[src/rtl/csr_trap_ctrl_pkg.sv]
// Shared encodings for the system-op / trap controller: op codes, FSM states,
// mcause values and the latched request payload.
package csr_trap_ctrl_pkg;

    localparam int unsigned XLEN  = 64;
    localparam int unsigned IDX_W = 12;
    localparam int unsigned OP_W  = 3;

    typedef enum logic [OP_W-1:0] {
        OP_CSRRW = 3'd0,
        OP_CSRRS = 3'd1,
        OP_CSRRC = 3'd2,
        OP_ECALL = 3'd3,
        OP_MRET  = 3'd4
    } op_e;

    typedef enum logic [2:0] {
        S_IDLE   = 3'd0,
        S_CSR_RD = 3'd1,
        S_CSR_WR = 3'd2,
        S_TRAP   = 3'd3,
        S_MRET   = 3'd4,
        S_RESP   = 3'd5
    } state_e;

    localparam logic [XLEN-1:0] MCAUSE_ECALL_M = 64'd11;
    localparam logic [XLEN-1:0] MCAUSE_TIMER   = 64'h8000_0000_0000_0007;

    typedef struct packed {
        logic [OP_W-1:0]  op;
        logic [IDX_W-1:0] idx;
        logic [XLEN-1:0]  src;
        logic             src_zero;
        logic [XLEN-1:0]  pc;
    } req_t;

    function automatic logic is_csr_op(input logic [OP_W-1:0] op);
        return (op == OP_CSRRW) || (op == OP_CSRRS) || (op == OP_CSRRC);
    endfunction

endpackage

[src/rtl/csr_trap_ctrl.sv]
// Sequences CSR read-modify-write, ECALL, MRET and timer traps between EX and
// the CSR file; emits done/redirect pulses and the CSR access strobes.
module csr_trap_ctrl
    import csr_trap_ctrl_pkg::*;
(
    input  logic             clk,
    input  logic             rst,
    input  logic             req_valid,
    output logic             req_ready,
    input  logic [OP_W-1:0]  req_op,
    input  logic [IDX_W-1:0] req_idx,
    input  logic [XLEN-1:0]  req_src,
    input  logic             req_src_zero,
    input  logic [XLEN-1:0]  cur_pc,
    input  logic             stall_i,
    output logic             done,
    output logic [XLEN-1:0]  rd_data,
    output logic             redirect_valid,
    output logic [XLEN-1:0]  redirect_pc,
    output logic             busy,
    output logic [XLEN-1:0]  csr_pc,
    output logic             csr_rd_en,
    output logic             csr_wr_en,
    output logic [IDX_W-1:0] csr_idx,
    output logic [XLEN-1:0]  wbck_csr_data,
    output logic             cmt_mret_ena,
    output logic             ecall_trap_ena,
    output logic [XLEN-1:0]  trap_mcause_value,
    output logic             csr_ex_stall,
    input  logic             tmr_trap_ena,
    input  logic [XLEN-1:0]  read_csr_data
);

    state_e          state_q, state_d;
    req_t            req_q, req_d;
    logic [XLEN-1:0] old_q, old_d;
    logic [XLEN-1:0] tgt_q, tgt_d;
    logic [XLEN-1:0] rmw_data;
    logic            timer_take;

    always_ff @(posedge clk) begin
        if (rst) begin
            state_q <= S_IDLE;
            req_q   <= '0;
            old_q   <= '0;
            tgt_q   <= '0;
        end else begin
            state_q <= state_d;
            req_q   <= req_d;
            old_q   <= old_d;
            tgt_q   <= tgt_d;
        end
    end

    // CSR read-modify-write data from the old value and the latched source.
    always_comb begin
        rmw_data = '0;
        case (req_q.op)
            OP_CSRRW: rmw_data = req_q.src;
            OP_CSRRS: rmw_data = old_q | req_q.src;
            OP_CSRRC: rmw_data = old_q & ~req_q.src;
            default:  rmw_data = '0;
        endcase
    end

    assign timer_take = (state_q == S_IDLE) & ~rst & tmr_trap_ena & ~stall_i;

    always_comb begin
        state_d           = state_q;
        req_d             = req_q;
        old_d             = old_q;
        tgt_d             = tgt_q;
        req_ready         = 1'b0;
        done              = 1'b0;
        rd_data           = '0;
        redirect_valid    = 1'b0;
        redirect_pc       = '0;
        busy              = (state_q != S_IDLE);
        csr_pc            = cur_pc;
        csr_rd_en         = 1'b0;
        csr_wr_en         = 1'b0;
        csr_idx           = '0;
        wbck_csr_data     = '0;
        cmt_mret_ena      = 1'b0;
        ecall_trap_ena    = 1'b0;
        trap_mcause_value = '0;
        csr_ex_stall      = stall_i;

        case (state_q)
            S_IDLE: begin
                req_ready = ~rst & ~tmr_trap_ena & ~stall_i;
                // A pending timer interrupt wins over any offered op.
                if (timer_take) begin
                    wbck_csr_data     = cur_pc;
                    trap_mcause_value = MCAUSE_TIMER;
                    tgt_d             = read_csr_data;
                    csr_ex_stall      = 1'b0;
                    state_d           = S_RESP;
                end else if (req_valid && req_ready) begin
                    req_d = '{op: req_op, idx: req_idx, src: req_src,
                              src_zero: req_src_zero, pc: cur_pc};
                    case (req_op)
                        OP_CSRRW, OP_CSRRS, OP_CSRRC: state_d = S_CSR_RD;
                        OP_ECALL:                     state_d = S_TRAP;
                        OP_MRET:                      state_d = S_MRET;
                        default:                      state_d = S_CSR_WR;
                    endcase
                end
            end
            S_CSR_RD: begin
                csr_rd_en = 1'b1;
                csr_idx   = req_q.idx;
                old_d     = read_csr_data;
                state_d   = S_CSR_WR;
            end
            S_CSR_WR: begin
                done    = 1'b1;
                state_d = S_IDLE;
                // Reserved ops land here too and complete without touching the CSRs.
                if (is_csr_op(req_q.op)) begin
                    rd_data       = old_q;
                    csr_idx       = req_q.idx;
                    wbck_csr_data = rmw_data;
                    csr_wr_en     = (req_q.op == OP_CSRRW) | ~req_q.src_zero;
                end
            end
            S_TRAP: begin
                ecall_trap_ena    = 1'b1;
                wbck_csr_data     = req_q.pc;
                trap_mcause_value = MCAUSE_ECALL_M;
                tgt_d             = read_csr_data;
                csr_ex_stall      = 1'b0;
                state_d           = S_RESP;
            end
            S_MRET: begin
                cmt_mret_ena = 1'b1;
                tgt_d        = read_csr_data;
                csr_ex_stall = 1'b0;
                state_d      = S_RESP;
            end
            S_RESP: begin
                redirect_valid = 1'b1;
                redirect_pc    = tgt_q;
                done           = 1'b1;
                state_d        = S_IDLE;
            end
            default: state_d = S_IDLE;
        endcase
    end

endmodule

[config.mk]
export PLATFORM = sky130hd
export DESIGN_NAME = csr_trap_ctrl
export DESIGN_NICKNAME = d
export VERILOG_FILES = /design/src/rtl/csr_trap_ctrl_pkg.sv /design/src/rtl/csr_trap_ctrl.sv
export SDC_FILE = /design/constraint.sdc
export NUM_CORES = 1
export LEC_CHECK = 0
export ABC_CLOCK_PERIOD_IN_PS = 4230
export BUFFER_PORTS_ARGS = -buffer_cell sky130_fd_sc_hd__buf_2
export CORE_AREA = 2 2 215 217
export CTS_BUF_LIST = sky130_fd_sc_hd__clkbuf_16
export DETAILED_ROUTE_END_ITERATION = 8
export DIE_AREA = 0 0 217 219
export GPL_TIMING_DRIVEN = 0
export MAX_ROUTING_LAYER = met4
export PLACE_DENSITY = 0.59
export SYNTH_ARGS = -nofsm -noshare
export SYNTH_HDL_FRONTEND = slang
export SYNTH_SLANG_ARGS = --single-unit
[constraint.sdc]
create_clock -name clk -period 4.23 [get_ports clk]
set_input_delay 0.846 -clock clk [delete_from_list [all_inputs] [get_ports clk]]
set_output_delay 0.846 -clock clk [all_outputs]
set_load 0.01 [all_outputs]
==> key figures <==
Power and ir drop
  • Pleak: 9.09 nW
  • Max VDD drop: 0.000253 V
  • Design Power: 7.14 mW
  • Total power per unit cell area: 368 nW/um^2

Logic synthesis
  • Synth cell count leaders: 275 x dfxtp_1, 258 x nand2_1, 202 x a21oi_1
  • Synth area leader: dfxtp_1
  • Synth Cell Area: 14800 um^2
  • Synth Area in XOR/XNOR: 0%
  • FFs w/ async S/R, synth: 0%
  • Post-Synthesis Cells: 1825
  • Combinational family with the most area after synthesis: compound AO/OA/AOI/OAI gates
  • Syn Area/Cell: 8.10 um^2
  • Count leader, synth: dfxtp_1
  • Synth Register Bits: 275
  • Mux share of post-synthesis cell area: 4.47%
  • Sequential area share after synthesis: 37.3%
  • Top cell type's share of synthesized area: 37.3%
  • Primary FF master, synth: dfxtp_1
  • Compound-Gate Fraction of Synth Area: 25.9%
  • Synth top area cells: dfxtp_1 37%, a31o_2 7.8%, a21oi_1 6.8%
  • Area share of and/or/nand/nor cells after synthesis: 18.8%
  • Syn. warnings: 0
  • Post-Synth Adder-Cell Area: 0%
  • Distinct cell type count after synthesis: 38
  • Number of flops mapped to enable cells by yosys: 0

Drt
  • Wire per inst: 22.4 um
  • Post-DRT Antenna Nets: 0
  • Vias per cell: 5.19
  • Drt drc: 0
  • Drt first pass iters: 5
  • Routed WL: 68100 um
  • Iteration-0 DRC Markers: 1119
  • Total number of vias: 15775

GRT
  • Initial antenna violation count: 7
  • Vias in the first global route: 14784
  • Overall Global Routing Usage: 28.0%
  • GRT overflow: 0
  • Largest net degree at the start of global routing: 13
  • First-pass GRT wire length: 95500 um

Flow run
  • Max_cap viols: 0

Place
  • Post-Place Worst Slack: 0.508 ns
  • Global placer's final weighted congestion: 0.920
  • Detail Placement HPWL: 54300 um
  • DP Area: 18200 um^2
  • Placed insts: 2977
  • Number of port buffers: 494

Floorplanning
  • I/O pins: 554
  • Number of core rows: 78
  • Die area: 47500 um^2
  • Chip width: 217 um
  • Core area: 45100 um^2
  • Die Span Y: 219 um
  • Initial Util: 32.8%

STA
  • Unrepaired setup endpoints after global routing: false
  • Setup TNS: 0 ns
  • Max Fclk: 0.243 GHz
  • Final period util: 97.4%
  • Rel. slew slack: 19.3%
  • Final setup fails: 0
  • Hold_ws: 0.452 ns
  • Final Hold Vio Count: 0
  • Tightest Pin Transition: 1.21 ns
  • Setup ws final: 0.109 ns
  • Final Max Tran Viols: 0
  • Clk_skew: 0.0131 ns
  • Crit path time final: 4.12 ns

Setup path
  • Crit path largest cell delay: 0.60 ns
  • Setup crit end kind: output port
  • Worst-path cell chain: clkbuf_1 -> buf_1 -> a21oi_1 -> o32a_1 -> o21ai_0 -> buf_2
  • CP arrival: 3.28 ns
  • Worst reg-to-reg path cell count: 7
  • Req. time, crit path: 3.38 ns
  • R2R Setup Slk: 1.89 ns
  • Slowest CP cell: clkbuf_1
  • Crit Path Max Fanout: 10
  • R2r endpoint: tgt_q[53]
  • Cell family with most CP delay: buffers and inverters
  • Worst Setup Start Kind: flip-flop
  • Kind of critical path: reg2out
  • Sum of buffers and inverters on the critical path: 3
  • R2R Path Start: state_q[2]

Clock tree
  • Clock buffer depth: 3
  • CTS tree: built
  • Clk slew on worst S/H paths: 0.05 ns
  • Post-CTS Setup Bufs: 0
  • Total CTS buffers: 35
  • CTS H-tree depth: 2
  • Hold Buf Count CTS: 0
  • Post-CTS sizing: 0
  • CTS Sinks: 275
  • CTS root buffer: clkbuf_16
  • Clock Latency Late Sink: 0.53 ns

Cells and area
  • Post-layout util: 43.0%
  • Layout Cells excl Fill: 3040
  • Final Instance Area: 19400 um^2
  • Area delta synth->final: 31.2%
  • Final net count: 2627
  • Proportion of layout cells with a drive suffix above 1: 35.3%

Worst hold path
  • Worst hold path depth: 2
  • Worst hold-check path type: reg2reg
  • Endpoint with the worst hold slack: tgt_q[15]
  • Beginning of the worst hold path: tgt_q[15]

Run status
  • Outcome: completed
## flip-flops by register name, indices dropped and copies added (netlist names)
register and flops:
req_q 144, state_q 3, old_q 64, tgt_q 64
## worst max path at each step
stage | from | to | slack, ns | depth (start not counted)
after global placement | rst | wbck_csr_data[49] | 0.51 | 7
final | req_q[141] | wbck_csr_data[45] | 0.11 | 6
after detailed placement | rst | wbck_csr_data[45] | 0.51 | 7
after CTS | req_q[141] | wbck_csr_data[45] | 0.12 | 6
after floorplan | rst | wbck_csr_data[55] | 1.49 | 5
after global routing | req_q[141] | wbck_csr_data[45] | 0.02 | 6
## kinds of logic (layout without fill, tap and decap cells)
family,Yosys count,in the layout
buf+inv,376,927
other cells,1,65
flops,275,275
compound gates,542,542
simple gates,565,565
mux,66,66
## power breakdown
part / internal, mW / switching [mW]
Clock: 1.93 / 1.20
Combinational: 0.445 / 0.774
Sequential: 2.71 / 0.0817
Total: 5.09 / 2.05
## worst reg2reg max path, delay by kind of cell, from the launching register on
family | cells | cell delay [ns]
AO/OA/AOI/OAI | 1 | 0.64
multiplexers | 1 | 0.21
flip-flops | 1 | 0.32
AND/OR/NAND/NOR | 1 | 0.19
buffers and inverters | 4 | 0.91
## cells in the final DEF, fill, tap and decap left out, types with 68 or more instances in the layout
cell type  Yosys  final
dfxtp_1      275    275
a21oi_1      202    202
inv_1         66     73
and3_1        74     74
nor2_1        68     68
nand2b_1      73     73
buf_4        134    134
buf_2         42    536
clkbuf_1     119    119
nand2_1      258    258
a31o_2       132    132
## area by class of cell
class	instances	area, um^2
Clock inverter	20	235
Clock buffer	37	926
Sequential cell	275	5510
Buffer	309	1750
Antenna cell	6	15.0
Timing Repair Buffer	494	2470
Tap cell	600	751
Inverter	67	251
Fill cell	4751	25700
Multi-Input combinational cell	1232	7490
## routing by layer
layer | GRT usage, % | routed length (um) | share of wire [%] | up-vias
li1 | - | - | - | 7421
met5 | - | 0 | 0 | -
met1 | 34.7 | 28800 | 42 | 7636
met3 | 4.48 | 4380 | 6.4 | 81
met2 | 47.4 | 33300 | 49 | 637
met4 | 7.21 | 1670 | 2.5 | 0
Note: power is estimated with default switching activity, not from simulation.
